File: config.mk
export PLATFORM = sky130hd
export DESIGN_NAME = event_arbiter_flat
export DESIGN_NICKNAME = d
export VERILOG_FILES = /design/src/rtl/event_arbiter_if.sv /design/src/rtl/event_arbiter.sv /design/src/flat_wrapper.sv
export SDC_FILE = /design/constraint.sdc
export NUM_CORES = 1
export LEC_CHECK = 0
export ABC_AREA = 1
export CORE_AREA = 2 2 423 425
export DETAILED_ROUTE_END_ITERATION = 10
export DIE_AREA = 0 0 425 427
export MAX_ROUTING_LAYER = met4
export SLEW_MARGIN = 10
export SYNTH_ARGS = -nofsm -noshare
export SYNTH_HDL_FRONTEND = slang
export SYNTH_SLANG_ARGS = --single-unit
File: constraint.sdc
create_clock -name clk -period 6.5 [get_ports clk]
set_input_delay 0.65 -clock clk [delete_from_list [all_inputs] [get_ports clk]]
set_output_delay 0.65 -clock clk [all_outputs]
set_load 0.01 [all_outputs]
File: src/rtl/event_arbiter_if.sv
`default_nettype none
// ============================================================================
// Module      : event_arbiter_if
// Description : Stream bundle for the event arbiter: three single-beat input
//               streams and one output stream.
// Revision    : 1.0 - initial release
// ============================================================================
interface event_arbiter_if #(
    parameter int DW = 256
);
    logic [DW-1:0] AXIS_IN0_TDATA;
    logic          AXIS_IN0_TVALID;
    logic          AXIS_IN0_TREADY;
    logic [DW-1:0] AXIS_IN1_TDATA;
    logic          AXIS_IN1_TVALID;
    logic          AXIS_IN1_TREADY;
    logic [DW-1:0] AXIS_IN2_TDATA;
    logic          AXIS_IN2_TVALID;
    logic          AXIS_IN2_TREADY;
    logic [DW-1:0] AXIS_OUT_TDATA;
    logic          AXIS_OUT_TVALID;
    logic          AXIS_OUT_TREADY;

    // Arbiter side
    modport slave (
        input  AXIS_IN0_TDATA, AXIS_IN0_TVALID,
        input  AXIS_IN1_TDATA, AXIS_IN1_TVALID,
        input  AXIS_IN2_TDATA, AXIS_IN2_TVALID,
        output AXIS_IN0_TREADY, AXIS_IN1_TREADY, AXIS_IN2_TREADY,
        output AXIS_OUT_TDATA, AXIS_OUT_TVALID,
        input  AXIS_OUT_TREADY
    );

    // Requester / downstream side
    modport master (
        output AXIS_IN0_TDATA, AXIS_IN0_TVALID,
        output AXIS_IN1_TDATA, AXIS_IN1_TVALID,
        output AXIS_IN2_TDATA, AXIS_IN2_TVALID,
        input  AXIS_IN0_TREADY, AXIS_IN1_TREADY, AXIS_IN2_TREADY,
        input  AXIS_OUT_TDATA, AXIS_OUT_TVALID,
        output AXIS_OUT_TREADY
    );
endinterface
`default_nettype wire

File: src/rtl/event_arbiter.sv
`default_nettype none
// ============================================================================
// Module      : event_arbiter
// Description : Three-way round-robin arbiter for single-beat event messages
//               with a registered output beat, optional idle gap between
//               beats and saturating per-requester message counters.
// Revision    : 1.0 - initial release
// ============================================================================
module event_arbiter #(
    parameter int DW      = 256,
    parameter int MIN_GAP = 0
) (
    input  logic        clk,
    input  logic        resetn,
    event_arbiter_if.slave axis,
    output logic [1:0]  last_grant,
    output logic [15:0] msg_count0,
    output logic [15:0] msg_count1,
    output logic [15:0] msg_count2
);

    typedef enum logic [1:0] {
        IDLE = 2'd0,
        SEND = 2'd1,
        GAP  = 2'd2
    } state_t;

    localparam logic [7:0]  C_GAP_LOAD = 8'(MIN_GAP);
    localparam logic [15:0] C_CNT_MAX  = 16'hFFFF;

    state_t        state_q, state_d;
    logic          out_valid_q, out_valid_d;
    logic [DW-1:0] out_data_q, out_data_d;
    logic [1:0]    last_grant_q, last_grant_d;
    logic [7:0]    gap_cnt_q, gap_cnt_d;
    logic [15:0]   cnt_q [3];
    logic [15:0]   cnt_d [3];

    logic [2:0]    in_valid;
    logic [2:0]    grant;
    logic [2:0]    in_ready;
    logic [1:0]    win_idx;
    logic [DW-1:0] in_data [3];

    assign in_valid   = {axis.AXIS_IN2_TVALID, axis.AXIS_IN1_TVALID, axis.AXIS_IN0_TVALID};
    assign in_data[0] = axis.AXIS_IN0_TDATA;
    assign in_data[1] = axis.AXIS_IN1_TDATA;
    assign in_data[2] = axis.AXIS_IN2_TDATA;

    // Index of the k-th candidate in the search that starts after last_grant
    function automatic logic [1:0] rr_index(input logic [1:0] last, input int k);
        int s;
        s = (int'(last) + 1 + k) % 3;
        return 2'(s);
    endfunction

    // Round-robin pick: first valid requester after the previous winner
    always_comb begin
        logic       found;
        logic [1:0] idx;
        grant   = 3'b000;
        win_idx = 2'd0;
        found   = 1'b0;
        idx     = 2'd0;
        for (int k = 0; k < 3; k++) begin
            idx = rr_index(last_grant_q, k);
            if (!found && in_valid[idx]) begin
                grant[idx] = 1'b1;
                win_idx    = idx;
                found      = 1'b1;
            end
        end
    end

    // Ready only while idle and out of reset; acceptance is ready & valid
    assign in_ready = (resetn && (state_q == IDLE)) ? grant : 3'b000;

    assign axis.AXIS_IN0_TREADY = in_ready[0];
    assign axis.AXIS_IN1_TREADY = in_ready[1];
    assign axis.AXIS_IN2_TREADY = in_ready[2];

    // Next-state: accept in IDLE, hold beat in SEND, count down in GAP
    always_comb begin
        state_d      = state_q;
        out_valid_d  = out_valid_q;
        out_data_d   = out_data_q;
        last_grant_d = last_grant_q;
        gap_cnt_d    = gap_cnt_q;
        for (int i = 0; i < 3; i++) begin
            cnt_d[i] = cnt_q[i];
        end
        case (state_q)
            IDLE: begin
                if (|in_ready) begin
                    out_valid_d  = 1'b1;
                    out_data_d   = in_data[win_idx];
                    last_grant_d = win_idx;
                    if (cnt_q[win_idx] != C_CNT_MAX) begin
                        cnt_d[win_idx] = cnt_q[win_idx] + 16'd1;
                    end
                    state_d = SEND;
                end
            end
            SEND: begin
                if (axis.AXIS_OUT_TREADY) begin
                    out_valid_d = 1'b0;
                    if (MIN_GAP == 0) begin
                        state_d = IDLE;
                    end else begin
                        state_d   = GAP;
                        gap_cnt_d = C_GAP_LOAD;
                    end
                end
            end
            GAP: begin
                if (gap_cnt_q <= 8'd1) begin
                    gap_cnt_d = 8'd0;
                    state_d   = IDLE;
                end else begin
                    gap_cnt_d = gap_cnt_q - 8'd1;
                end
            end
            default: begin
                state_d = IDLE;
            end
        endcase
    end

    // State and output registers with synchronous active-low reset
    always_ff @(posedge clk) begin
        if (!resetn) begin
            state_q      <= IDLE;
            out_valid_q  <= 1'b0;
            out_data_q   <= '0;
            last_grant_q <= 2'd2;
            gap_cnt_q    <= 8'd0;
            for (int i = 0; i < 3; i++) begin
                cnt_q[i] <= 16'd0;
            end
        end else begin
            state_q      <= state_d;
            out_valid_q  <= out_valid_d;
            out_data_q   <= out_data_d;
            last_grant_q <= last_grant_d;
            gap_cnt_q    <= gap_cnt_d;
            for (int i = 0; i < 3; i++) begin
                cnt_q[i] <= cnt_d[i];
            end
        end
    end

    assign axis.AXIS_OUT_TVALID = out_valid_q;
    assign axis.AXIS_OUT_TDATA  = out_data_q;
    assign last_grant           = last_grant_q;
    assign msg_count0           = cnt_q[0];
    assign msg_count1           = cnt_q[1];
    assign msg_count2           = cnt_q[2];

endmodule
`default_nettype wire

File: src/flat_wrapper.sv
// flat-port wrapper written by rule: the top's interface ports become plain ports
module event_arbiter_flat 
#(
    parameter int DW      = 256,
    parameter int MIN_GAP = 0
)
  (clk, resetn, last_grant, msg_count0, msg_count1, msg_count2, axis_AXIS_IN0_TDATA, axis_AXIS_IN0_TVALID, axis_AXIS_IN1_TDATA, axis_AXIS_IN1_TVALID, axis_AXIS_IN2_TDATA, axis_AXIS_IN2_TVALID, axis_AXIS_IN0_TREADY, axis_AXIS_IN1_TREADY, axis_AXIS_IN2_TREADY, axis_AXIS_OUT_TDATA, axis_AXIS_OUT_TVALID, axis_AXIS_OUT_TREADY);
  event_arbiter_if #(.DW(DW)) axis_i ();
  input  logic clk;
  input  logic resetn;
  output logic [1:0] last_grant;
  output logic [15:0] msg_count0;
  output logic [15:0] msg_count1;
  output logic [15:0] msg_count2;
  input wire logic [$bits(axis_i.AXIS_IN0_TDATA)-1:0] axis_AXIS_IN0_TDATA;
  input wire logic [$bits(axis_i.AXIS_IN0_TVALID)-1:0] axis_AXIS_IN0_TVALID;
  input wire logic [$bits(axis_i.AXIS_IN1_TDATA)-1:0] axis_AXIS_IN1_TDATA;
  input wire logic [$bits(axis_i.AXIS_IN1_TVALID)-1:0] axis_AXIS_IN1_TVALID;
  input wire logic [$bits(axis_i.AXIS_IN2_TDATA)-1:0] axis_AXIS_IN2_TDATA;
  input wire logic [$bits(axis_i.AXIS_IN2_TVALID)-1:0] axis_AXIS_IN2_TVALID;
  output wire logic [$bits(axis_i.AXIS_IN0_TREADY)-1:0] axis_AXIS_IN0_TREADY;
  output wire logic [$bits(axis_i.AXIS_IN1_TREADY)-1:0] axis_AXIS_IN1_TREADY;
  output wire logic [$bits(axis_i.AXIS_IN2_TREADY)-1:0] axis_AXIS_IN2_TREADY;
  output wire logic [$bits(axis_i.AXIS_OUT_TDATA)-1:0] axis_AXIS_OUT_TDATA;
  output wire logic [$bits(axis_i.AXIS_OUT_TVALID)-1:0] axis_AXIS_OUT_TVALID;
  input wire logic [$bits(axis_i.AXIS_OUT_TREADY)-1:0] axis_AXIS_OUT_TREADY;
  assign axis_i.AXIS_IN0_TDATA = axis_AXIS_IN0_TDATA;
  assign axis_i.AXIS_IN0_TVALID = axis_AXIS_IN0_TVALID;
  assign axis_i.AXIS_IN1_TDATA = axis_AXIS_IN1_TDATA;
  assign axis_i.AXIS_IN1_TVALID = axis_AXIS_IN1_TVALID;
  assign axis_i.AXIS_IN2_TDATA = axis_AXIS_IN2_TDATA;
  assign axis_i.AXIS_IN2_TVALID = axis_AXIS_IN2_TVALID;
  assign axis_AXIS_IN0_TREADY = axis_i.AXIS_IN0_TREADY;
  assign axis_AXIS_IN1_TREADY = axis_i.AXIS_IN1_TREADY;
  assign axis_AXIS_IN2_TREADY = axis_i.AXIS_IN2_TREADY;
  assign axis_AXIS_OUT_TDATA = axis_i.AXIS_OUT_TDATA;
  assign axis_AXIS_OUT_TVALID = axis_i.AXIS_OUT_TVALID;
  assign axis_i.AXIS_OUT_TREADY = axis_AXIS_OUT_TREADY;
  event_arbiter #(.DW(DW), .MIN_GAP(MIN_GAP)) u_core (.clk(clk), .resetn(resetn), .axis(axis_i), .last_grant(last_grant), .msg_count0(msg_count0), .msg_count1(msg_count1), .msg_count2(msg_count2));
endmodule
# == Word-level counts from Yosys, hierarchy flattened ==
# Memories as Yosys holds them, arrays and structs flattened.
# Cells that the tools add are included.
# totals
ff_bits,269
latch_bits,0
ramBits,48
romBits,0
output_inout_bits,310
mem_count,1
# classes
add_sub_neg,5
n_mul,0
div,3
n_lt_le_gt_ge,9
n_eq_ne,6
n_shift,0
mux,43
n_bitwise,6
n_reduce_logical,15
# mem_list
memory,depth,width,rd,rd_clocked_by_memory_dff,write_ports,line,rtl
u_core.cnt_q,3,16,4,0,3,event_arbiter.sv:36,logic [15:0] cnt_q [3];
# op_table
op,n
binary-select mux 256 bit (select 2 bit),1
two-way mux 256 bit,2
two-way mux 48 bit,3
"modulo 32 x 3 -> 32 bit, second input constant",3
two-way mux 16 bit,4
bitwise mux 48 bit,1
"adder 32 x 2 -> 32 bit, second input constant",1
"adder 32 x 3 -> 32 bit, second input constant",1
demux 16 bit (select 2 bit),1
"adder 16 x 1 -> 16 bit, second input constant",1
"!= test 16 bit, second input constant",1
two-way mux 1 bit,12
two-way mux 2 bit,6
two-way mux 3 bit,4
"< comparator 2 x 3 -> 1 bit, second input constant",3
"<= comparator 8 x 1 -> 1 bit, second input constant",1
two-way mux 8 bit,1
"subtractor 8 x 1 -> 8 bit, second input constant",1
logical AND 1 bit,7
binary-select mux 1 bit (select 2 bit),3
demux 1 bit (select 2 bit),3
">= comparator 2 x 1 -> 1 bit, second input constant",3
bitwise OR 3 bit,2
one-hot mux 2 bit (3 select lines),1
16 further kinds,21

# == Depth between registers and ports, before layout ==
# logic_depth
ltp_word,21
mapped_depth,24
mapped_depth_nobuf,22

# == Worst setup path after synthesis ==
# No wires, ideal clock.
# synth_timing
path_type,register to register
startpoint,reg u_core.last_grant_q[0] (netlist: u_core.last_grant[0])
endpoint,mem u_core.cnt_q[0][14]
t_arrival_ns,2.976
slack_ns,3.412
stages_incl_launch_ff,23
synth_period_minus_slack_ns,3.088
path_cell_list,dfxtp_1 -> inv_1 -> ha_1 -> o21ai_1 -> nand2_4 -> nand2_2 -> nand2_1 -> nand2_1 -> nand2_2 -> buf_6 -> buf_6 -> nand3_1 -> nand2_1 -> nor2_1 -> ha_1 -> nand3_2 -> nor2_4 -> nand2_2 -> nand3_2 -> buf_6 -> nand2_1 -> nand2_1 -> nor2_1
# synth_lines
element,line,rtl
from (decl),event_arbiter.sv:34,"logic [1:0] last_grant_q, last_grant_d;"
from (signal assigned),event_arbiter.sv:144,last_grant_q <= last_grant_d;
to (decl),event_arbiter.sv:36,

# == Worst setup path in the final report ==
# layout_timing
startpoint,reg u_core.last_grant_q[0] (netlist: u_core.last_grant[0])
endpoint,reg u_core.out_data_q[161] (netlist: u_core.axis.AXIS_OUT_TDATA[161])
# layout_via
elab_chain_cells,15
word_cells_on_any_way,48
classes_between,3 x add/sub; 3 x div; 6 x order compare; 24 x mux; 3 x bitwise; 9 x reduce/logical
# layout_rtl
element,line,rtl
adder 2 x 1 -> 3 bit (*),event_arbiter.sv:53,s = (int'(last) + 1 + k) % 3;
branches (longest 14 deep; another with adder 32 x 2 -> 32 bit),-,
to (signal assigned),event_arbiter.sv:143,out_data_q <= out_data_d;
to (decl),event_arbiter.sv:33,"logic [DW-1:0] out_data_q, out_data_d;"
# Mark *: on every way between the ends. The select of a mux whose other input is x is not followed.
# A chain may end at the register's enable or synchronous reset.

==> impl_results.md <==
* Slowest CP cell: nor3_1
* Drt first-iter violations at 1503
* Die W at 425 µm
* DRT Pass-1 Iters at 7
* DIE HEIGHT at 427 µm
* GRT overflow at 0
* Setup violations, final at 0
* Mapped Cells at 2139
* Flop2flop setup slack at 1.68 ns
* Vias in the first global route at 19100
* Period utilization at 74.1%
* Residual DRC at 0
* Final #Nets at 3878
* Total number of vias at 20100
* Pwr Total at 0.0156 W
* Yosys top cell area share at 40.4%
* Outcome: finished, final reports clean
* Placement Cell Area at 28400 µm²
* Post-synthesis cell area at 15200 µm²
* Worst Tran Pin Value at 1.47 ns
* CP startpoint: u_core.last_grant[0]$_SDFFE_PN0P_
* Hold Vio Cnt, Final at 0
* Seq/Total Area, Yosys at 40.4%
* CTS Buffer Depth at 3
* CTS Buf Count at 47
* Hold Buf Count CTS at 0
* Yosys top cell by area: dfxtp_1
* Clk Latency, worst-skew pair at 0.63 ns
* CP required at 6.93 ns
* H-tree Lvls at 2
* Minimum clock period at 4.82 ns
* Hold Crit Depth at 3
* Pwr dens at 518 nW/µm²
* Number of routed nets with antenna violations at 0
* Setup TNS at 0 ns
* Cell mode on critical path: o21ai_0
* Worst reg2reg endpoint: u_core.axis.AXIS_OUT_TDATA[161]$_SDFFE_PN0P_
* #FFs+latches synth at 307
* RePlAce Congestion at 0.924
* Max Slew Vio Count at 0
* Worst min path class: primary input to flop
* Clock Root Buffer: clkbuf_16
* CTS tree: yes
* Max Cap Viol at 0
* Max Clk Rate at 208 MHz
* Reg area at 6150 µm²
* DR WL/cell at 24.2 µm
* YS warnings at 0
* Min-Delay Startpoint: resetn
* Critical-path cell list: inv_1 > ha_1 > o21ai_1 > nand2_4 > nand2_2 > nand2_1 > o21ai_0 > a21oi_1 > nor3_1 > inv_8 > buf_12 > o21ai_0 > a41oi_1
* Filler instances at 20100
* Core Rows at 155
* RSZ-0062 raised after global routing: false
* Kind of critical path: flop to flop
* Reg2Reg Depth at 13
* Post-CTS Setup Inserts at 0
* Netlist cell types at 29
* Clock slew at the register clock pins of the worst setup and hold paths at 0.06 ns
* Worst Clk Skew at 0.0160 ns
* DR vias/cell at 3.64
* Worst Hold End: u_core.cnt_q[0][8]$_SDFFE_PN0P_
* Worst rel slew slack at 1.90%
* IO buf count at 1083
* Commonest non-fill, non-tap cell in the layout: clkdlybuf4s50_1
* CP startpoint kind: flop
* Crit path DAT at 5.25 ns
* Max incr delay on CP at 0.71 ns
* Worst r2r src: u_core.last_grant[0]$_SDFFE_PN0P_
* Post-Route WL at 134 mm
* Post-CTS sizing at 0
* Core area at 177000 µm²
* Num Clock Sinks at 307
* Leading post-synthesis cells by cell area: dfxtp_1 (40%), nand2_1 (17%), o21ai_0 (8.8%)
* Post-layout instance area at 30100 µm²
* Synth Net Count at 2918
* Initial antenna violation count at 55
* Area delta synth->final at 97.8%
* GRT Util Overall at 14.3%
* Critical path capture point type: flop
* Area of the multi-input gates at 7900 µm²
* First-pass GRT wire length at 172 mm
* Worst Path Max Fanout at 221
* Most frequent cells in the layout: clkdlybuf4s50_1 (1082), nand2_1 (696), dfxtp_1 (307), o21ai_0 (267), a41oi_1 (137)
* Starting density of the core at 8.59%
* Leakage Power at 10.4 nW
* I/O pin total at 1084
* Largest net degree at the start of global routing at 222
* Die area at 181000 µm²
* Syn Area/Cell at 7.12 µm²
* Peak supply drop at 0.526 mV
* Detail Placement HPWL at 109 mm
* Layout cells sized above 1 at 3.80%
## state kept, by name, summed over array words and instances, names as in the netlist
| register | cells |
|---|---|
| u_core.last_grant | 2 |
| u_core.axis.AXIS_OUT_TDATA | 256 |
| u_core.axis.AXIS_OUT_TVALID | 1 |
| u_core.cnt_q | 48 |
## metal layers
| layer | global-route usage (%) | vias to the layer above | wire [µm] |
|---|---|---|---|
| met4 | 5.77 | 0 | 5200 |
| met1 | 15.4 | 9599 | 49500 |
| li1 | - | 9429 | - |
| met5 | - | - | 0 |
| met2 | 23.3 | 902 | 65400 |
| met3 | 5.50 | 156 | 13400 |
## cells by family after synthesis
family | count (synthesis) | synth area share [%]
xor gates and xnor gates | 6 | 0.345
DFF | 307 | 40.4
adders and majority gates | 5 | 0.411
and+or+nand+nor | 890 | 23.2
AOI/OAI and AO/OA | 653 | 27.8
buffers and inverters | 278 | 7.85
## critical path: cells and delay by family (launching register included)
kind            cells  cell delay [ns]
compound gates      5             1.12
fa+ha+maj           1             0.41
buf+inv             3             0.93
flops               1             0.38
simple gates        4             1.04
## worst max-delay path by stage
stage	endpoint	slack (ns)	cells past startpoint
after floorplan	u_core.cnt_q[0][14]$_SDFFE_PN0P_	3.41	22
after global placement	u_core.cnt_q[1][3]$_SDFFE_PN0P_	1.63	10
after detailed placement	u_core.cnt_q[1][3]$_SDFFE_PN0P_	1.55	10
after CTS	u_core.cnt_q[1][4]$_SDFFE_PN0P_	1.87	10
after global routing	u_core.cnt_q[1][9]$_SDFFE_PN0P_	1.52	10
final	u_core.axis.AXIS_OUT_TDATA[161]$_SDFFE_PN0P_	1.68	13
## cell type report
type / count / area share [%]
antenna: 33 / 0.274
clock buffer: 64 / 4.42
clock inverter: 20 / 0.976
inverter: 88 / 1.12
multi-input combinational: 1554 / 26.2
sequential: 307 / 20.4
tap: 2355 / 9.78
timing repair buffer: 1101 / 36.8
## report_power, final
part | internal, W | total [W] | switching, W | leakage, nW
Sequential | 0.00257 | 0.00294 | 0.000367 | 2.53
Combinational | 0.00331 | 0.00987 | 0.00656 | 7.06
Clock | 0.00167 | 0.00278 | 0.00111 | 0.782
Total | 0.00755 | 0.0156 | 0.00804 | 10.4
## cell usage after synthesis
cell type  instances
a22oi_1          119
xnor2_1            4
o21bai_1           1
nand2_1          696
a21oi_1            4
a31oi_1          120
o21ai_1            4
nand3b_1           2
dfxtp_1          307
nor3_1             2
nand3_1           53
xor2_1             2
a41oi_1          137
nand3_2            7
ha_1               5
clkbuf_1         138
nand2_4            2
buf_6             13
nand2_2            3
buf_4              2
o22ai_1            1
nand4_1            2
nor2_4             4
buf_2             37
nor2_2             7
nor2_1           112
o21ai_0          267
inv_2              1
inv_1             87
## through the flow
step / hold WS (ns) / setup WS, ns / instances / util [%]
2_1_floorplan: 0.498 / 3.41 / 2139 / -
3_3_place_gp: 0.475 / 1.63 / 5405 / 16.0
3_5_place_dp: 0.487 / 1.55 / 5405 / 16.0
4_1_cts: 0.398 / 1.87 / 5489 / 16.9
5_1_grt: 0.429 / 1.52 / 5521 / 17.0
6_report: 0.465 / 1.68 / 5522 / 17.0
No activity file was read; power rests on OpenSTA's default activity.
